[src/rtl/pifo_tree_arbiter.sv]
// pifo_tree_arbiter: grants one push or pop per cycle from TREE_NUM logical trees onto a shared PIFO root.
// Optional macro PIFO_ARB_STRICT_PRIO_EN selects fixed lowest-index priority instead of round-robin.
module pifo_tree_arbiter #(
  parameter int unsigned PTW      = 16,
  parameter int unsigned MTW      = 0,
  parameter int unsigned TREE_NUM = 4,
  parameter int unsigned TREE_CAP = 15,
  parameter int unsigned CNTW     = 4
) (
  input  logic                              i_clk,
  input  logic                              i_rst,
  input  logic [TREE_NUM-1:0]               i_req_push,
  input  logic [TREE_NUM-1:0]               i_req_pop,
  input  logic [TREE_NUM*(MTW+PTW)-1:0]     i_req_data,
  output logic [TREE_NUM-1:0]               o_req_ack,
  output logic                              o_rsp_valid,
  output logic [$clog2(TREE_NUM)-1:0]       o_rsp_tree_id,
  output logic [MTW+PTW-1:0]                o_rsp_data,
  output logic                              o_push,
  output logic                              o_pop,
  output logic [MTW+PTW-1:0]                o_push_data,
  input  logic [MTW+PTW-1:0]                i_pop_data,
  output logic [$clog2(TREE_NUM)-1:0]       o_tree_id,
  output logic [TREE_NUM-1:0]               o_empty,
  output logic [TREE_NUM-1:0]               o_full
);

  localparam int unsigned DW   = MTW + PTW;
  localparam int unsigned TIDW = $clog2(TREE_NUM);
  localparam logic [CNTW-1:0] CAP = CNTW'(TREE_CAP);

  typedef enum logic {S_ISSUE, S_POP_WAIT} state_t;

  state_t          r_state;
  logic [CNTW-1:0] r_cnt [TREE_NUM];
  logic [TIDW-1:0] r_ptr;
  logic [TIDW-1:0] r_pop_id;
  logic            r_rsp_valid;
  logic [TIDW-1:0] r_rsp_tree_id;
  logic [DW-1:0]   r_rsp_data;

  logic [DW-1:0]       w_data [TREE_NUM];
  logic [TREE_NUM-1:0] w_can_pop;
  logic [TREE_NUM-1:0] w_can_push;
  logic [TREE_NUM-1:0] w_elig;
  logic                w_gnt_vld;
  logic                w_gnt_pop;
  logic [TIDW-1:0]     w_gnt_id;

  // Per-tree request qualification against occupancy
  for (genvar g = 0; g < TREE_NUM; g++) begin : g_tree
    assign w_data[g]     = i_req_data[g*DW +: DW];
    assign w_can_pop[g]  = i_req_pop[g]  && (r_cnt[g] != '0);
    assign w_can_push[g] = i_req_push[g] && (r_cnt[g] != CAP);
    assign o_empty[g]    = (r_cnt[g] == '0);
    assign o_full[g]     = (r_cnt[g] == CAP);
  end

  assign w_elig = (w_can_pop | w_can_push) & {TREE_NUM{(r_state == S_ISSUE) && !i_rst}};

  // Search from r_ptr; descending loop leaves the nearest eligible tree as the winner
  always_comb begin
    w_gnt_vld = 1'b0;
    w_gnt_id  = '0;
    for (int i = TREE_NUM - 1; i >= 0; i--) begin
      if (w_elig[TIDW'(r_ptr + TIDW'(i))]) begin
        w_gnt_vld = 1'b1;
        w_gnt_id  = TIDW'(r_ptr + TIDW'(i));
      end
    end
  end

  assign w_gnt_pop     = w_can_pop[w_gnt_id];
  assign o_req_ack     = w_gnt_vld ? (TREE_NUM'(1) << w_gnt_id) : '0;
  assign o_push        = w_gnt_vld && !w_gnt_pop;
  assign o_pop         = w_gnt_vld && w_gnt_pop;
  assign o_tree_id     = w_gnt_vld ? w_gnt_id : '0;
  assign o_push_data   = o_push ? w_data[w_gnt_id] : '0;
  assign o_rsp_valid   = r_rsp_valid;
  assign o_rsp_tree_id = r_rsp_tree_id;
  assign o_rsp_data    = r_rsp_data;

  // Issue / pop-wait sequencing, occupancy and response registers
  always_ff @(posedge i_clk) begin
    if (i_rst) begin
      r_state       <= S_ISSUE;
      r_ptr         <= '0;
      r_pop_id      <= '0;
      r_rsp_valid   <= 1'b0;
      r_rsp_tree_id <= '0;
      r_rsp_data    <= '0;
      for (int t = 0; t < TREE_NUM; t++) r_cnt[t] <= '0;
    end else begin
      r_rsp_valid <= 1'b0;
      case (r_state)
        S_ISSUE: begin
          if (w_gnt_vld) begin
`ifndef PIFO_ARB_STRICT_PRIO_EN
            r_ptr <= TIDW'(w_gnt_id + TIDW'(1));
`endif
            if (w_gnt_pop) begin
              r_cnt[w_gnt_id] <= r_cnt[w_gnt_id] - CNTW'(1);
              r_pop_id        <= w_gnt_id;
              r_state         <= S_POP_WAIT;
            end else begin
              r_cnt[w_gnt_id] <= r_cnt[w_gnt_id] + CNTW'(1);
            end
          end
        end
        S_POP_WAIT: begin
          r_rsp_valid   <= 1'b1;
          r_rsp_data    <= i_pop_data;
          r_rsp_tree_id <= r_pop_id;
          r_state       <= S_ISSUE;
        end
        default: r_state <= S_ISSUE;
      endcase
    end
  end

endmodule
[config.mk]
export PLATFORM = sky130hd
export DESIGN_NAME = pifo_tree_arbiter
export DESIGN_NICKNAME = d
export VERILOG_FILES = /design/src/rtl/pifo_tree_arbiter.sv
export SDC_FILE = /design/constraint.sdc
export NUM_CORES = 1
export LEC_CHECK = 0
export ABC_AREA = 1
export CAP_MARGIN = 20
export CORE_ASPECT_RATIO = 0.75
export CORE_MARGIN = 1.5
export CORE_UTILIZATION = 41
export DETAILED_ROUTE_END_ITERATION = 7
export HOLD_SLACK_MARGIN = 0.1
export PLACE_DENSITY_LB_ADDON = 0.05
export SETUP_SLACK_MARGIN = 0.3
export SYNTH_ARGS = -nofsm -noshare
export SYNTH_HDL_FRONTEND = slang
export SYNTH_SLANG_ARGS = --single-unit
export TNS_END_PERCENT = 50
[constraint.sdc]
create_clock -name i_clk -period 3.69 [get_ports i_clk]
set_clock_uncertainty 0.1 [all_clocks]
set_input_delay 0.369 -clock i_clk [delete_from_list [all_inputs] [get_ports i_clk]]
set_output_delay 0.369 -clock i_clk [all_outputs]
set_load 0.01 [all_outputs]
Word-level counts from Yosys, hierarchy flattened
Memories as Yosys holds them, arrays and structs flattened.
Cells that the tools add are included.
- reductions and logical operators: 24
- equal/unequal tests: 8
- shift-type cells: 1
- mux-type cells: 42
- $lt $le $gt $ge: 6
- bitwise logic cells: 5
- add/sub/neg operators: 6
- multiply operators: 0
- div/mod/pow operators: 0
- operators by type and width (kind ; number):
    $mux W16 ; 3
    $bmux W16 S2 ; 1
    $mux W1 ; 23
    $eq A4 B4 Y1 const B ; 4
    $logic_not A4 Y1 ; 4
    $ne A4 B4 Y1 const B ; 4
    $reduce_bool A4 Y1 ; 4
    $lt A2 B3 Y1 const B ; 5
    $mux W2 ; 6
    $mux W4 ; 3
    $logic_and A1 B1 Y1 ; 11
    $bmux W1 S2 ; 5
    $add A2 B1 Y2 const B ; 2
    $add A2 B2 Y2 const B ; 2
    $add A4 B1 Y4 const B ; 1
    $and A4 B4 Y4 ; 1
    $or A4 B4 Y4 ; 1
    $reduce_or A4 Y1 ; 1
    $shl A1 B2 Y4 const A ; 1
    $sub A4 B1 Y4 const B ; 1
    $ge A3 B3 Y1 const B ; 1
    $not A2 Y3 ; 1
    $reduce_and A3 Y1 ; 1
    $logic_not A1 Y1 ; 2
    4 further kinds ; 4
- bits in latches: 0
- memories kept: 1
- register bits: 24
- logic and storage cells: 99
- memory bits (read-only): 0
- input port bits: 90
- memory bits (writable): 16
- output and inout bits: 51
- memory list (name ; words ; width ; rd ports ; clocked after memory_dff ; write ports ; line ; RTL):
    r_cnt ; 4 ; 4 ; 5 ; 0 ; 4 ; 35 ; logic [CNTW-1:0] r_cnt [TREE_NUM];

Depth between registers and ports, before layout
Gate-level depths: netlist of run 1.
- depth after elaboration: 20
- mapped depth: 28
- gate-level depth less buffers: 27

Worst setup path after synthesis of run 1
OpenSTA, ideal clock, no wires.
- path kind: reg-to-reg
- start point: mem r_cnt[3][3]
- end point: mem r_cnt[2][3], data pin
- setup time: 0.257 ns
- cell stages (with the launch flop): 28
- path slack: 0.667 ns
- arrival: 2.666 ns
- required time: 3.333 ns
- path buffers: 1
- period minus slack after synthesis: 3.023 ns
- cells stage by stage: edfxtp_1 -> nor2_1 -> nand2_1 -> nand2_1 -> nand2_1 -> nand3_1 -> nand2_1 -> nand2_1 -> nand2_2 -> inv_2 -> nand2_4 -> nand2_2 -> nand2_4 -> nand2_4 -> nand2_1 -> nand3_2 -> nand2_2 -> nor2_4 -> inv_4 -> buf_6 -> ha_1 -> nand2_1 -> inv_1 -> nand3_2 -> nand2_1 -> nand3_2 -> nand2_1 -> nor2_1
- RTL lines (item ; line):
    start, declared ; 35

==> results of run 1 <==
worst max path at each step:
stage,start,depth (start not counted),slack [ps],end
after floorplan,r_cnt[3][3],27,670,r_cnt[2][3]
after global placement,i_rst,23,150,r_cnt[2][3]
after detailed placement,i_rst,23,-10,r_cnt[0][3]
after CTS,r_cnt[3][3],20,90,o_push_data[0]
after global routing,r_cnt[3][3],22,-20,o_push_data[2]
final,r_cnt[3][3],22,170,o_push_data[12]
synthesized netlist by cell type, types with 7 or more instances:
master and count:
nand2_2 16, o21bai_1 16, inv_1 23, a21oi_1 12, a21oi_2 9, nand2_1 63, dfxtp_1 24, o21ai_0 29
edfxtp_1 16, nand3_1 17, o21ai_1 15, nand3_2 7, a22o_1 17, nor2_1 68
critical path: cells and delay by family (launching register included):
| kind | cells | cell delay [ps] |
|---|---|---|
| and+or+nand+nor | 16 | 1470 |
| buffers and inverters | 5 | 740 |
| DFF | 1 | 440 |
| AOI/OAI and AO/OA | 1 | 80 |
layout make-up:
cell class	instances	area share
repair buffers	181	0.363
clock buffers	5	0.0141
well taps	84	0.0215
flip-flops and latches	40	0.197
inverters	28	0.0246
clock inverters	3	0.00871
multi-input cells	294	0.371
per-stage QoR:
stage,area (sq um),worst slack (ps)
2_1_floorplan,2840,667
3_3_place_gp,4310,145
3_5_place_dp,4310,-13.9
4_1_cts,4490,90.7
5_1_grt,4880,-21.7
6_report,4880,167
registers in the layout (all words and copies together), names as in the netlist:
name	count
o_rsp_data	16
r_cnt	16
o_rsp_tree_id	2
r_pop_id	2
r_ptr	2
o_rsp_valid	1
r_state	1
kinds of logic after synthesis:
kind of cell,after synthesis,share of synthesized area
compound gates,103,0.238
xor+xnor,1,0.00309
fa+ha+maj,7,0.0335
buf+inv,47,0.0829
flops,40,0.338
simple gates,183,0.305
repair_timing:
item	4_1_cts	5_1_grt
setup endpoints to repair	29	34
cloned	1	0
gates resized for setup	16	76
pin swaps	1	16
setup buffers	5	24
per-layer routing:
layer	up-vias	GRT usage	routed length, um
met4	0	0.0501	139
met1	1553	0.323	4370
li1	1611	-	-
met5	-	0	0
met2	120	0.412	4950
met3	16	0.0362	638
==> out/results.ini, run 1 <==
[place]
dp.cells=597
io_buffers=140
gp_congestion=0.888
dp_hpwl_mm=6.99

[timing]
worst_pin_slew_ps=572
fin_crit_sh=0.955
relSlewSlack=0.615
hold_slack_ps=354
period_minus_slack_ps=3520
fmax_mhz=284
setup_viol=0
rsz0062_at_grt=true
hold_viol_final=0
drv_slew=0
finalSetupTns_ps=0

[die]
die_h_um=75.1
die_w_um=99.1
num_rows=26
start_util=0.420
die-area_sq_um=7440
io_pins=141
core_area_sq_um=6770

[global_route]
grt_pass1_wl_mm=14.0
antenna_found_initial=0
grt_use_total=0.238
gr-total-overflow=0
grt_max_degree=29
first_global_vias=2769

[finish]
ff_latch_area_sq_um=962
drive_gt1_frac=0.245
layout.cells.non_filler=635
final_common_cell=clkdlybuf4s50_1
layout_common_cells=clkdlybuf4s50_1, nor2_1, nand2_1, buf_4, nand2_2
multi_input_area_sq_um=1810
antenna_cells=0
final_util=0.722
fillers=546
syn_to_final_growth_pct=72.0
fin_nets=647

[clock_tree]
path_clk_slew_ps=80
cts_made_buffers=5
cts_buffer_depth=2
clock_latency_ps=290
h-tree-depth=2
hold_buffers=0
cts_tree=built
numClockSinks=40
cts_root_buffer=clkbuf_8

[setup_path]
cpPeakStageDelay_ps=440
start_kind=flip-flop
worstPathArrival_ps=3050
rrSetupSlack_ps=270
r2r-end=r_cnt[1][3]
end_kind=output port
worst_path_max_delay_cell=edfxtp_1
critical_path.max_fanout=8
path_cells=nor2_1 > nand2_1 > nand2_2 > nand2_2 > nand3_2 > nand2_1 > nand2_1 > nand2_2 > inv_2 > nand2_4 > nand2_4 > nand2_8 > nand2_8 > nand2_4 > nand3_4 > nand2_4 > nor2_4 > clkinv_8 > buf_4 > buf_4 > a21oi_2 > dlygate4sd2_1
worstReg2RegStart=r_cnt[3][3]
reg2reg_depth=27
worstPathRequired_ps=3220
worst_path_most_repeated_cell=nand2_4
critPathKind=flip-flop to output port

[drt]
first_pass_iters=5
drc=0
totalWireLength_mm=10.1
wl_per_cell_um=15.9
vias=3300
drtIter0Drc=221
postRouteAntennaNets=0
vias_per_cell=5.20

[synth]
ys_types=34
ys_warn_count=0
syn_avg_cell_area_sq_um=7.45
synthCells=381
postSynth.asyncResetShare=0
synth_fp_nets=478
synth_area_sq_um=2840
synth_top_area_cell=dfxtp_1
synth_area_leaders=dfxtp_1, edfxtp_1, nor2_1, nand2_1, a22o_1
synth.top_cell.area_share=0.169
yosysSeqAreaShare=0.338
synth_top_flop_cell=dfxtp_1
synth_edf_count=16
ys_seq_elements=40

[worst_hold_path]
min_path_type=flip-flop to flip-flop
whs_path_depth=2
holdPathEnd=r_pop_id[0]
holdCritStartpoint=r_pop_id[0]

[outcome]
status=completed

[job]
cap_violations=0

Power of run 1 is left out: the tool's default activity adds up to more than one toggle a clock period on the data nets, which glitch-free logic cannot reach.
==> inputs of run 2 (changes only) <==
- CORE_UTILIZATION: 41 -> 35
==> run 2 against run 1 <==
  * Count of clock-buffer cells in the layout up 1
  * Sequential share of layout area is essentially flat
  * First-iteration DRC count fell by 8.1%
  * Hold slack improved by 1.7 ps
  * Largest cell class unchanged
  * Critical path type is now input pin to output port
  * Non-clock buffer count shrank 4
  * Register-to-register slack improved by 60 ps
==> out/results.ini, run 2 (same netlist as run 1, synthesis figures left out) <==
[setup_path]
path_cells=clkdlybuf4s50_1 > nor2_4 > nand3_1 > nand2_2 > nand2_4 > nand2_2 > inv_2 > nand2_2 > nand2_4 > nand2_8 > nand2_2 > nand3_2 > nand2_4 > nor2_4 > buf_4 > clkdlybuf4s50_1
worst_path_most_repeated_cell=nand2_2
worstPathArrival_ps=2990
reg2reg_depth=23
worst_path_max_delay_cell=clkdlybuf4s50_1
critical_path.max_fanout=7
critPathKind=input pin to output port
end_kind=output port
cpPeakStageDelay_ps=540
start_kind=input pin
worstPathRequired_ps=3220

[die]
io_pins=141
num_rows=28
start_util=0.360
die_w_um=107
core_area_sq_um=7880
die_h_um=81.0
die-area_sq_um=8670

[global_route]
antenna_found_initial=0
gr-total-overflow=0
grt_use_total=0.210
first_global_vias=2823
grt_pass1_wl_mm=14.3
grt_max_degree=31

[place]
gp_congestion=0.890
dp_hpwl_mm=6.80
io_buffers=140
placed_area_sq_um=4340

[finish]
layout_common_cells=clkdlybuf4s50_1, nor2_1, nand2_1, buf_4, nand2_2
final_common_cell=clkdlybuf4s50_1
multi_input_area_sq_um=1810
antenna_cells=0
drive_gt1_frac=0.241
fin_nets=644
syn_to_final_growth_pct=71.7
final_util=0.619
stdcell_area_sq_um=4880
ff_latch_area_sq_um=962
fillers=704

[timing]
fmax_mhz=289
period_minus_slack_ps=3460
fin_crit_sh=0.938
setup_viol=0
hold_slack_ps=355
finalSetupTns_ps=0
relSlewSlack=0.599
drv_slew=0
worst_pin_slew_ps=596
rsz0062_at_grt=true
hold_viol_final=0

[drt]
drtIter0Drc=203
vias_per_cell=4.82
postRouteAntennaNets=0
drc=0
first_pass_iters=4
totalWireLength_mm=9.68
vias=3145
wl_per_cell_um=14.8

[clock_tree]
cts_made_buffers=5
cts_root_buffer=clkbuf_8
cts_buffer_depth=2
numClockSinks=40
path_clk_slew_ps=90
cts_tree=built
h-tree-depth=2
clock_latency_ps=300

[worst_hold_path]
min_path_type=flip-flop to flip-flop
whs_path_depth=2

[outcome]
status=completed

[job]
cap_violations=0

==> run 2: critical path: cells and delay by family <==
kind          cells  cell delay (ps)
simple gates     12             1360
buf+inv           4             1250
==> run 2: stage by stage <==
| stage | setup WS [ps] | instances |
|---|---|---|
| global route | 79.0 | 653 |
| detailed placement | 65.9 | 618 |
| CTS | 94.8 | 630 |
| finish | 230 | 653 |
| floorplan | 667 | 381 |
| global placement | 103 | 618 |
==> run 2: per-layer routing <==
metal  part of all wire  vias up  wire length, um  GRT usage
li1                   -     1609                -          -
met1               0.46     1449             4410      0.289
met4              0.013        0              125     0.0520
met3              0.052       13              504     0.0393
met2               0.48       74             4630      0.342
met5                  0        -                0          0
==> run 2: path summary, 6_finish.rpt <==
check / start / to / slack, ps
min reg2reg: r_pop_id[0] / r_pop_id[0] / 360
max: i_rst / o_push / 230
min: r_pop_id[0] / r_pop_id[0] / 360
max reg2reg: r_cnt[0][2] / r_cnt[3][3] / 330
==> run 2: layout make-up <==
cell class,count,share of cell area
sequential,40,0.197
multi-input combinational,295,0.372
timing repair buffer,177,0.357
clock inverter,2,0.00257
inverter,28,0.0246
clock buffer,6,0.0192
tap,105,0.0269
==> run 2: timing repair <==
item,CTS,global route
endpoints found under the setup margin,23,34
setup buffers,3,22
cloned,1,1
pin swaps,0,10
gates resized for setup,15,66
hold buffers,0,0
Power of run 2 is left out for the same reason.
